`config.mk`:
```
export PLATFORM = sky130hd
export DESIGN_NAME = div_seq_flat
export DESIGN_NICKNAME = d
export VERILOG_FILES = /design/src/rtl/div_seq_if.sv /design/src/rtl/div_seq.sv /design/src/flat_wrapper.sv
export SDC_FILE = /design/constraint.sdc
export NUM_CORES = 1
export LEC_CHECK = 0
export BUFFER_PORTS_ARGS = -buffer_cell sky130_fd_sc_hd__clkbuf_2
export CAP_MARGIN = 10
export CORE_ASPECT_RATIO = 0.9
export CORE_MARGIN = 2
export CORE_UTILIZATION = 30
export CTS_CLUSTER_DIAMETER = 150
export CTS_CLUSTER_SIZE = 16
export DETAILED_ROUTE_END_ITERATION = 12
export PLACE_DENSITY = 0.52
export SETUP_SLACK_MARGIN = 0.1
export SYNTH_ARGS = -nofsm -noshare
export SYNTH_HDL_FRONTEND = slang
export SYNTH_SLANG_ARGS = --single-unit
export TNS_END_PERCENT = 10
```
`constraint.sdc`:
```
create_clock -name clk -period 4.7 [get_ports clk]
set_clock_uncertainty 0.2 [all_clocks]
set_input_delay 0.705 -clock clk [delete_from_list [all_inputs] [get_ports clk]]
set_output_delay 0.705 -clock clk [all_outputs]
set_load 0.02 [all_outputs]
```
`src/rtl/div_seq_if.sv`:
```
// Handshake bundle between the EX stage and the multi-cycle divider sequencer.
// The EX stage drives the request side (master); the divider answers (slave).
interface div_seq_if #(
   parameter int WIDTH = 32
);
   logic               start_i;
   logic               signed_i;
   logic [WIDTH-1:0]   opNum1_i;
   logic [WIDTH-1:0]   opNum2_i;
   logic               annul_i;
   logic [2*WIDTH-1:0] result_o;
   logic               ready_o;
   logic               stallreq_o;

   modport master (
      output start_i, signed_i, opNum1_i, opNum2_i, annul_i,
      input  result_o, ready_o, stallreq_o
   );

   modport slave (
      input  start_i, signed_i, opNum1_i, opNum2_i, annul_i,
      output result_o, ready_o, stallreq_o
   );
endinterface

```
`src/rtl/div_seq.sv`:
```
// Multi-cycle restoring divider for DIV/DIVU in the EX stage.
// Holds the pipeline through stallreq_o and returns {remainder, quotient}.
module div_seq #(
   parameter int WIDTH = 32,
   parameter int CNT_W = 6
) (
   input  logic       clk,
   input  logic       rst,
   div_seq_if.slave   bus
);

   typedef enum logic [1:0] {
      IDLE    = 2'd0,
      DIVZERO = 2'd1,
      BUSY    = 2'd2,
      DONE    = 2'd3
   } state_t;

   state_t             state_r;
   state_t             stateNext_s;
   logic [CNT_W-1:0]   cnt_r;
   logic [WIDTH-1:0]   rem_r;
   logic [WIDTH-1:0]   quo_r;
   logic [WIDTH-1:0]   divisor_r;
   logic               dividendSign_r;
   logic               divisorSign_r;
   logic               signed_r;
   logic [2*WIDTH-1:0] result_r;
   logic               ready_r;

   logic [WIDTH-1:0]   absDividend_s;
   logic [WIDTH-1:0]   absDivisor_s;
   logic [WIDTH:0]     remShift_s;
   logic [WIDTH:0]     trialDiff_s;
   logic               borrow_s;
   logic [WIDTH-1:0]   remStep_s;
   logic [WIDTH-1:0]   quoStep_s;
   logic [WIDTH-1:0]   quoFixed_s;
   logic [WIDTH-1:0]   remFixed_s;
   logic               lastStep_s;
   logic               divByZero_s;

   function automatic logic [WIDTH-1:0] negate(input logic [WIDTH-1:0] v);
      return ~v + {{(WIDTH-1){1'b0}}, 1'b1};
   endfunction

   assign divByZero_s   = (bus.opNum2_i == {WIDTH{1'b0}});
   assign absDividend_s = (bus.signed_i && bus.opNum1_i[WIDTH-1]) ? negate(bus.opNum1_i) : bus.opNum1_i;
   assign absDivisor_s  = (bus.signed_i && bus.opNum2_i[WIDTH-1]) ? negate(bus.opNum2_i) : bus.opNum2_i;

   // The partial remainder stays below the divisor, so bit WIDTH of the
   // WIDTH+1-bit difference is set exactly when the trial subtract borrows.
   assign remShift_s  = {rem_r, quo_r[WIDTH-1]};
   assign trialDiff_s = remShift_s - {1'b0, divisor_r};
   assign borrow_s    = trialDiff_s[WIDTH];
   assign remStep_s   = borrow_s ? remShift_s[WIDTH-1:0] : trialDiff_s[WIDTH-1:0];
   assign quoStep_s   = {quo_r[WIDTH-2:0], ~borrow_s};
   assign lastStep_s  = (cnt_r == CNT_W'(WIDTH-1));

   // Signed overflow falls out naturally: |min|/1 = 0x80..0 with no negation.
   assign quoFixed_s  = (signed_r && (dividendSign_r != divisorSign_r)) ? negate(quoStep_s) : quoStep_s;
   assign remFixed_s  = (signed_r && dividendSign_r) ? negate(remStep_s) : remStep_s;

   // Next-state selection; a flush overrides every other transition.
   always_comb begin
      stateNext_s = state_r;
      if (bus.annul_i) begin
         stateNext_s = IDLE;
      end else begin
         case (state_r)
            IDLE: begin
               if (bus.start_i) begin
                  stateNext_s = divByZero_s ? DIVZERO : BUSY;
               end else begin
                  stateNext_s = IDLE;
               end
            end
            BUSY: begin
               if (lastStep_s) begin
                  stateNext_s = DONE;
               end else begin
                  stateNext_s = BUSY;
               end
            end
            DIVZERO: stateNext_s = DONE;
            DONE: begin
               if (!bus.start_i) begin
                  stateNext_s = IDLE;
               end else begin
                  stateNext_s = DONE;
               end
            end
            default: stateNext_s = IDLE;
         endcase
      end
   end

   // State register and the ready flag that mirrors residency in DONE.
   always_ff @(posedge clk or negedge rst) begin
      if (!rst) begin
         state_r <= IDLE;
         ready_r <= 1'b0;
      end else begin
         state_r <= stateNext_s;
         ready_r <= (stateNext_s == DONE);
      end
   end

   // Operand capture, iteration datapath and result register.
   always_ff @(posedge clk or negedge rst) begin
      if (!rst) begin
         cnt_r          <= {CNT_W{1'b0}};
         rem_r          <= {WIDTH{1'b0}};
         quo_r          <= {WIDTH{1'b0}};
         divisor_r      <= {WIDTH{1'b0}};
         dividendSign_r <= 1'b0;
         divisorSign_r  <= 1'b0;
         signed_r       <= 1'b0;
         result_r       <= {(2*WIDTH){1'b0}};
      end else if (bus.annul_i) begin
         cnt_r <= {CNT_W{1'b0}};
      end else begin
         case (state_r)
            IDLE: begin
               if (bus.start_i && !divByZero_s) begin
                  cnt_r          <= {CNT_W{1'b0}};
                  rem_r          <= {WIDTH{1'b0}};
                  quo_r          <= absDividend_s;
                  divisor_r      <= absDivisor_s;
                  dividendSign_r <= bus.opNum1_i[WIDTH-1];
                  divisorSign_r  <= bus.opNum2_i[WIDTH-1];
                  signed_r       <= bus.signed_i;
               end
            end
            BUSY: begin
               rem_r <= remStep_s;
               quo_r <= quoStep_s;
               cnt_r <= cnt_r + {{(CNT_W-1){1'b0}}, 1'b1};
               if (lastStep_s) begin
                  result_r <= {remFixed_s, quoFixed_s};
               end
            end
            DIVZERO: result_r <= {(2*WIDTH){1'b0}};
            DONE:    cnt_r    <= {CNT_W{1'b0}};
            default: cnt_r    <= {CNT_W{1'b0}};
         endcase
      end
   end

   assign bus.result_o   = result_r;
   assign bus.ready_o    = ready_r;
   assign bus.stallreq_o = bus.start_i & ~ready_r & ~bus.annul_i;

endmodule

```
`src/flat_wrapper.sv`:
```
// flat-port wrapper written by rule: the top's interface ports become plain ports
module div_seq_flat 
#(
   parameter int WIDTH = 32,
   parameter int CNT_W = 6
)
  (clk, rst, bus_start_i, bus_signed_i, bus_opNum1_i, bus_opNum2_i, bus_annul_i, bus_result_o, bus_ready_o, bus_stallreq_o);
  div_seq_if #(.WIDTH(WIDTH)) bus_i ();
  input  logic clk;
  input  logic rst;
  input wire logic [$bits(bus_i.start_i)-1:0] bus_start_i;
  input wire logic [$bits(bus_i.signed_i)-1:0] bus_signed_i;
  input wire logic [$bits(bus_i.opNum1_i)-1:0] bus_opNum1_i;
  input wire logic [$bits(bus_i.opNum2_i)-1:0] bus_opNum2_i;
  input wire logic [$bits(bus_i.annul_i)-1:0] bus_annul_i;
  output wire logic [$bits(bus_i.result_o)-1:0] bus_result_o;
  output wire logic [$bits(bus_i.ready_o)-1:0] bus_ready_o;
  output wire logic [$bits(bus_i.stallreq_o)-1:0] bus_stallreq_o;
  assign bus_i.start_i = bus_start_i;
  assign bus_i.signed_i = bus_signed_i;
  assign bus_i.opNum1_i = bus_opNum1_i;
  assign bus_i.opNum2_i = bus_opNum2_i;
  assign bus_i.annul_i = bus_annul_i;
  assign bus_result_o = bus_i.result_o;
  assign bus_ready_o = bus_i.ready_o;
  assign bus_stallreq_o = bus_i.stallreq_o;
  div_seq #(.WIDTH(WIDTH), .CNT_W(CNT_W)) u_core (.clk(clk), .rst(rst), .bus(bus_i));
endmodule
```
==> out/summary.log, run 1 <==
[floorplanning] full die area 0.0418 mm2
[cells_and_area] diodes inserted 0
[route] total via count after detailed routing 11400
[grt] global-route wire length before repair 62.3 mm
[grt] GRT met3 Usage 3.23%
[place] post-placement worst setup slack 0.0602 ns
[pwr] net switching fraction of the power 39.9%
[place] DP HPWL 30.1 mm
[worst_setup_path] buffers and inverters on the worst path 1
[pwr] part of the power in registers 37.1%
[worst_setup_path] Critical Setup Path Class flop to flop
[synth] synthesized area per cell 8.10 um2
[cells_and_area] utilization after layout 36.5%
[cts] CTS Hold Bufs 0
[cts] sink count of the clock tree 172
[cells_and_area] area added between synthesis and finish 19.6%
[route] Antenna Nets Post-Route 0
[outcome] result of the run completed
[route] Remaining DRCs 0
[cts] TritonCTS clock tree built
[synth] area share of xor/xnor cells in the synthesized design 9.58%
[floorplanning] Placeable Area 0.0395 mm2
[sta] RSZ-0062 raised after global routing yes
[pwr] Leak Pwr 6.40 nW
[synth] main combinational cell family by area after synthesis compound AO/OA/AOI/OAI gates
[pwr] power density relative to cell area 386 mW/mm2
[sta] number of max-slew violations in the final report 0
[floorplanning] Rows 69
[synth] post-synth top area cell dfrtp_1
[sta] pin slew with the least headroom to its limit 1.12 ns
[worst_setup_path] crit-path cells ha_1, nand4_1, or2_1, or4_4, a2111oi_4, o21a_2, nor2_8, inv_6, mux2i_4, ha_4, and3_4, nand2_2, nor3_4, o2111ai_4, o31ai_2, xnor2_1, o21ai_1
[synth] multiplexer fraction of the synthesized cell area 2.36%
[route] router iterations before antenna repair 5
[pwr] clock network fraction of design power 26.7%
[cells_and_area] fraction of final layout cells with drive strength greater than 1 17.7%
[flow_run] MaxCap Viol Count 0
[synth] ranking of synthesized cells by instance count nand2_1, o21ai_0, dfrtp_1
[sta] Worst Slack Setup Final 0.227 ns
[sta] Slew HR 24.9%
[sta] final setup violation count 0
[min_path] classification of the worst-slack hold path input pin to async pin
[grt] GR met1 Demand/Resource 27.5%
[floorplanning] DIE WIDTH 215 um
[sta] Period Utilization, post-route 95.2%
[floorplanning] Initial Utilization 30.5%
[cts] number of buffers created by CTS 17
[worst_setup_path] cell with the largest stage delay on the worst path or4_4
[floorplanning] number of placed I/O pins 135
[pwr] Int Pwr 3.35 mW
[synth] register bit count reported by yosys 172
[pwr] portion of total power attributed to combinational logic 36.2%
[synth] synthesized netlist net count 1601
[place] weighted congestion reported at the end of routability-driven placement 0.924
[place] total placed instance area 0.0137 mm2
[cells_and_area] final design area excluding fillers 0.0144 mm2
[grt] pin count of the biggest net entering global routing 119
[cts] clock-pin transition on the worst setup and hold timing paths 0.07 ns
[cts] maximum clock path buffer count 2
[sta] Min Clock Period, post-route 4.47 ns
[synth] share of synthesized area occupied by flip-flops and latches 35.7%
[grt] met2 Usage GRT 28.6%
[synth] Post-Synthesis Cell Area 0.0121 mm2
[cts] clk_lat worst skew 0.46 ns
[route] Detailed Route WL 39.3 mm
[worst_setup_path] WP data required 4.82 ns
[grt] most congested layer reported by global routing met2
[grt] total congestion overflow 0
[synth] share of the synthesized area in compound gates (AO/OA/AOI/OAI) 23.8%
[route] Wirelength per Cell 18.0 um
[worst_setup_path] category of cells accounting for the largest share of critical-path delay simple AND/OR/NAND/NOR gates
[worst_setup_path] startpoint type of the worst setup path flop
[sta] count of endpoints failing hold in the final timing report 0
[route] Initial DRC Count 908
[pwr] switching power 2.22 mW
[synth] number of flops mapped to enable cells by yosys 0
[place] number of input and output port buffers inserted 134
[worst_setup_path] maximum single-stage delay on the critical path 0.54 ns
[grt] initial antenna violation count 0
[worst_setup_path] critical path capture point type flop
[pwr] peak ir drop on the vdd network 0.000249 V
[worst_setup_path] worst endpoint data arrival time 4.59 ns
[synth] synthesized instance count 1490
[cts] maximum level of the CTS H-tree 4
[worst_setup_path] Max Fanout on Critical Path 5
[synth] area fraction of the dominant cell type after synthesis 35.7%
[synth] top cells by area, synth dfrtp_1, o21ai_0, nand2_1
[pwr] Power, Total 5.58 mW
[route] via/cell ratio 5.22
[grt] vias in the first global route 10900
[synth] proportion of synthesized flip-flops having asynchronous set or reset 100%
[synth] number of distinct library cell variants in the gate-level netlist after synthesis 77
[synth] Synth Warn # 0
[sta] Setup TNS 0 ns
[cts] root buffer cell clkbuf_16
[sta] Fmax achieved 0.224 GHz
[grt] gr usage total 18.9%
[synth] top_reg_cell synth dfrtp_1
[floorplanning] Die Y 194 um
[cells_and_area] Nets 1751
[synth] adder and majority gate portion of the synthesized area 4.42%
[synth] dominant cell by count in the synthesized netlist nand2_1
[synth] Post-Synth Simple-Gate Area 19.7%
==> area by class of cell <==
type,count,area (um2)
clock buffers,19,443
inverters,52,200
clock inverters,13,159
repair buffers,213,1310
well taps,532,666
multi-input cells,1184,7350
fillers,4207,25100
flip-flops and latches,172,4300
==> metal layers <==
layer | share of wire (%) | up-vias
li1 | - | 5574
met1 | 49 | 5514
met2 | 44 | 279
met3 | 4.9 | 39
met4 | 2.1 | 0
met5 | 0 | -
==> stage by stage <==
stage               hold slack (ns)  cells
floorplan                     0.209   1490
global placement              0.266   2144
detailed placement            0.271   2144
CTS                          0.0299   2176
global route                 0.0473   2185
finish                       0.0144   2185
==> cells by family (layout without fill, tap and decap cells) <==
| family | count (synthesis) | after routing |
|---|---|---|
| xor+xnor | 132 | 132 |
| fa+ha+maj | 42 | 42 |
| mux | 28 | 28 |
| flops | 172 | 172 |
| buf+inv | 134 | 297 |
| compound gates | 476 | 476 |
| simple gates | 506 | 506 |
==> worst paths after layout <==
path                                                  start                             endpoint  slack, ns  depth (start not counted)
worst min register to register  u_core.cnt_r[5]$_DFFE_PN0P_          u_core.cnt_r[5]$_DFFE_PN0P_       0.28                          1
min in group clk                u_core.cnt_r[5]$_DFFE_PN0P_          u_core.cnt_r[5]$_DFFE_PN0P_       0.28                          1
worst max register to register  u_core.rem_r[8]$_DFFE_PN0P_  u_core.bus.result_o[62]$_DFFE_PN0P_       0.23                         17
max in group asynchronous                               rst         u_core.quo_r[20]$_DFFE_PN0P_       3.24                          2
worst max-delay path            u_core.rem_r[8]$_DFFE_PN0P_  u_core.bus.result_o[62]$_DFFE_PN0P_       0.23                         17
worst min-delay path                                    rst      u_core.divisor_r[6]$_DFFE_PN0P_       0.01                          1
==> power groups by stage <==
| stage | Combinational [mW] | Sequential [mW] | Clock [mW] |
|---|---|---|---|
| global route | 2.24 | 2.12 | 1.58 |
| CTS | 2.01 | 2.07 | 1.53 |
| global placement | 1.99 | 2.09 | 0 |
| finish | 2.02 | 2.07 | 1.49 |
| detailed placement | 2.00 | 2.10 | 0 |
| floorplan | 1.07 | 2.26 | 0 |
==> placed cells by master (no fill, tap or decap), types with 24 or more instances in the layout <==
master	count
xnor2_1	60
nand3_1	24
nor2_1	128
clkbuf_2	133
buf_4	75
inv_1	50
dfrtp_1	172
a21oi_1	135
o31ai_1	37
o21ai_0	175
xor2_1	72
nand2_1	198
ha_1	37
nor3_1	25
==> sequential cells by signal, indices dropped and copies added, names as in the netlist <==
register               cells
u_core.dividendSign_r      1
u_core.rem_r              32
u_core.quo_r              32
u_core.bus.result_o       64
u_core.divisor_r          32
u_core.state_r             2
u_core.bus.ready_o         1
u_core.signed_r            1
u_core.divisorSign_r       1
u_core.cnt_r               6
==> worst reg2reg max path, delay by kind of cell, from the launching register on <==
family / cells / cell delay (ns)
adder cells (fa/ha/maj): 2 / 0.50
AND/OR/NAND/NOR: 7 / 1.56
multiplexers: 1 / 0.27
flip-flops: 1 / 0.39
buffers and inverters: 1 / 0.08
AO/OA/AOI/OAI: 5 / 1.21
XOR/XNOR: 1 / 0.14
==> timing repair <==
item	CTS	global route
resized for setup	2	14
setup buffers	0	9
setup endpoints to repair	1	20
pin swaps	1	10
Note: power is estimated with default switching activity, not from simulation.
==> run 2: changes to the inputs <==
- CORE_UTILIZATION: 30 -> 43
- PLACE_DENSITY: 0.52 -> 0.68
==> run 2 against run 1 <==
  * Non-clock buffer count shrank 13
  * Power decreased by 2.1%
  * Final cell count shrank 8.4%
  * Wire length shrank 8.6%
  * Via count grew 0.57%
  * Flip-flop and latch count did not move
  * Global-route usage increased by 5.4 points
  * Die area down 30%
  * Combinational power shrank 2%
  * Sequential share of layout area up 0.73 points
  * Clock power is 3% lower
  * Critical path type unchanged
  * Largest power group unchanged
  * Highest routed layer unchanged
==> out/summary.log, run 2 (synthesis gave the netlist of run 1 again) <==
[outcome] result of the run completed
[cells_and_area] fraction of final layout cells with drive strength greater than 1 16.8% [-0.84 points]
[pwr] Leak Pwr 6.32 nW [-1.2%]
[grt] gr usage total 24.3% [+5.4 points]
[min_path] classification of the worst-slack hold path input pin to async pin
[route] via/cell ratio 5.73 [+9.8%]
[cts] clock-pin transition on the worst setup and hold timing paths 0.08 ns [about the same]
[cells_and_area] area added between synthesis and finish 16.8%
[floorplanning] number of placed I/O pins 135 [unchanged]
[sta] Setup TNS 0 ns [unchanged]
[cells_and_area] non-filler instance count after layout 2001 [-8.4%]
[route] Wirelength per Cell 18.0 um [-0.15%]
[place] total placed instance area 0.0134 mm2 [-2.0%]
[worst_setup_path] startpoint type of the worst setup path flop
[floorplanning] Die Y 163 um [-16%]
[worst_setup_path] worst endpoint data arrival time 4.59 ns [about the same]
[grt] pin count of the biggest net entering global routing 98 [-18%]
[sta] Slew HR 27.0% [+2.1 points]
[worst_setup_path] start of the worst register-to-register path u_core.rem_r[8]$_DFFE_PN0P_
[floorplanning] Rows 58 [-16%]
[route] Detailed Route WL 36.0 mm [-8.6%]
[worst_setup_path] number of cells on the worst reg-to-reg path 17 [unchanged]
[cells_and_area] Filler cells 2650 [-37%]
[route] Initial DRC Count 878 [-3.3%]
[grt] global-route wire length before repair 57.4 mm [-7.9%]
[worst_setup_path] critical path capture point type flop
[place] weighted congestion reported at the end of routability-driven placement 0.933 [+1.0%]
[cells_and_area] final design area excluding fillers 0.0141 mm2 [-2.4%]
[place] number of input and output port buffers inserted 134 [unchanged]
[route] total via count after detailed routing 11500 [+0.57%]
[worst_setup_path] reg-to-reg slack, setup 0.24 ns [about the same]
[route] Remaining DRCs 0 [unchanged]
[worst_setup_path] Max Fanout on Critical Path 5 [unchanged]
[route] router iterations before antenna repair 5 [unchanged]
[cts] CTS Hold Bufs 0 [unchanged]
[grt] total congestion overflow 0 [unchanged]
[route] Antenna Nets Post-Route 0 [unchanged]
[grt] vias in the first global route 10700 [-2.0%]
[cts] clk_lat worst skew 0.45 ns [about the same]
[sta] Worst Slack Setup Final 0.241 ns [+0.0142 ns]
[cts] TritonCTS clock tree built
[worst_setup_path] reg-to-reg critical path endpoint u_core.bus.result_o[60]$_DFFE_PN0P_
[floorplanning] DIE WIDTH 181 um [-16%]
[cts] root buffer cell clkbuf_16
[cells_and_area] leading cell type in the layout, fill and taps excluded nand2_1
[cells_and_area] max reg flops 64 [unchanged]
[cells_and_area] Nets 1738 [-0.74%]
[floorplanning] Initial Utilization 43.4% [+13 points]
[cts] sink count of the clock tree 172 [unchanged]
[floorplanning] Placeable Area 0.0278 mm2 [-30%]
[worst_setup_path] Critical Setup Path Class flop to flop
[cts] number of buffers created by CTS 17 [unchanged]
[pwr] peak ir drop on the vdd network 0.000224 V [-10%]
[flow_run] MaxCap Viol Count 0 [unchanged]
[sta] RSZ-0062 raised after global routing yes
[sta] pin slew with the least headroom to its limit 1.09 ns [-0.0277 ns]
[worst_setup_path] WP data required 4.83 ns [about the same]
[sta] count of endpoints failing hold in the final timing report 0 [unchanged]
[cells_and_area] most used cells in the layout excluding fill and tap cells nand2_1, o21ai_0, dfrtp_1, a21oi_1, clkbuf_2
[cells_and_area] utilization after layout 50.7% [+14 points]
[sta] Min Clock Period, post-route 4.46 ns [-0.0142 ns]
[sta] Fmax achieved 0.224 GHz [+0.32%]
[worst_setup_path] launching instance or port of the critical path u_core.rem_r[8]$_DFFE_PN0P_
[place] post-placement worst setup slack 0.0606 ns [+0.000386 ns]
[grt] initial antenna violation count 0 [unchanged]
[cts] maximum clock path buffer count 2 [unchanged]
[floorplanning] full die area 0.0294 mm2 [-30%]
[sta] Period Utilization, post-route 94.9% [-0.30 points]
[sta] final setup violation count 0 [unchanged]
[worst_setup_path] Worst Setup EP u_core.bus.result_o[60]$_DFFE_PN0P_
[sta] number of max-slew violations in the final report 0 [unchanged]
[place] placed insts 1965 [-8.3%]
[cts] maximum level of the CTS H-tree 4 [unchanged]
[place] DP HPWL 27.1 mm [-10%]
[pwr] power density relative to cell area 387 mW/mm2 [+0.28%]
==> run 2: layout make-up <==
class                   instances  area (um2)  share of cell area, %
multi-input cells            1184        7340                   52.1
diodes                          1        2.50                 0.0178
flip-flops and latches        172        4300                   30.5
clock inverters                15         168                   1.19
repair buffers                200        1200                   8.52
well taps                     360         450                   3.20
clock buffers                  17         425                   3.02
inverters                      52         198                   1.40
==> run 2: per-stage QoR <==
stage          total power, mW  hold slack, ns
3_3_place_gp              3.99           0.263
4_1_cts                   5.46           0.192
2_1_floorplan             3.32           0.209
5_1_grt                   5.78           0.232
6_report                  5.46           0.125
3_5_place_dp              4.02           0.270
==> run 2: per-layer routing <==
layer | part of all wire (%) | up-vias | track usage (%) | wire length [um]
li1 | - | 5571 | - | -
met1 | 47 | 5454 | 35.1 | 17000
met2 | 45 | 400 | 38.0 | 16100
met3 | 6.0 | 46 | 3.78 | 2160
met4 | 2.0 | 0 | 6.56 | 735
met5 | 0 | - | 0 | 0
==> run 2: worst min-delay path by stage <==
stage                                              startpoint                                  end  cells after the start
after global routing                                      rst      u_core.divisor_r[8]$_DFFE_PN0P_                      1
after floorplan                                           rst         u_core.bus.ready_o$_DFF_PN0_                      0
after global placement    u_core.bus.result_o[53]$_DFFE_PN0P_  u_core.bus.result_o[53]$_DFFE_PN0P_                      2
after CTS                                                 rst      u_core.divisor_r[8]$_DFFE_PN0P_                      1
after detailed placement  u_core.bus.result_o[46]$_DFFE_PN0P_  u_core.bus.result_o[46]$_DFFE_PN0P_                      2
final                                                     rst      u_core.divisor_r[8]$_DFFE_PN0P_                      1
==> run 2: critical path, stage by stage, from the launching register on <==
cell and delay [ns]:
dfrtp_1 0.42, ha_1 0.31, nand4_1 0.16, or2_1 0.28, or4_4 0.54, a2111oi_4 0.33
o21a_2 0.26, nor2_8 0.05, inv_4 0.09, mux2i_4 0.25, ha_4 0.18, and3_1 0.17
nand2_1 0.11, nor3_4 0.26, o2111ai_4 0.22, o31ai_4 0.29, xnor2_1 0.14, o21ai_1 0.07
==> run 2: power by group <==
| group | total (mW) | switching, mW | internal [mW] |
|---|---|---|---|
| registers | 2.06 | 0.257 | 1.80 |
| clock network | 1.44 | 0.720 | 0.716 |
| logic | 1.97 | 1.24 | 0.724 |
| total | 5.46 | 2.22 | 3.24 |
==> run 2: repair_timing <==
item | CTS | global route
setup buffers | 1 | 2
pin swaps | 1 | 6
endpoints found under the setup margin | 1 | 17
resized for setup | 1 | 9
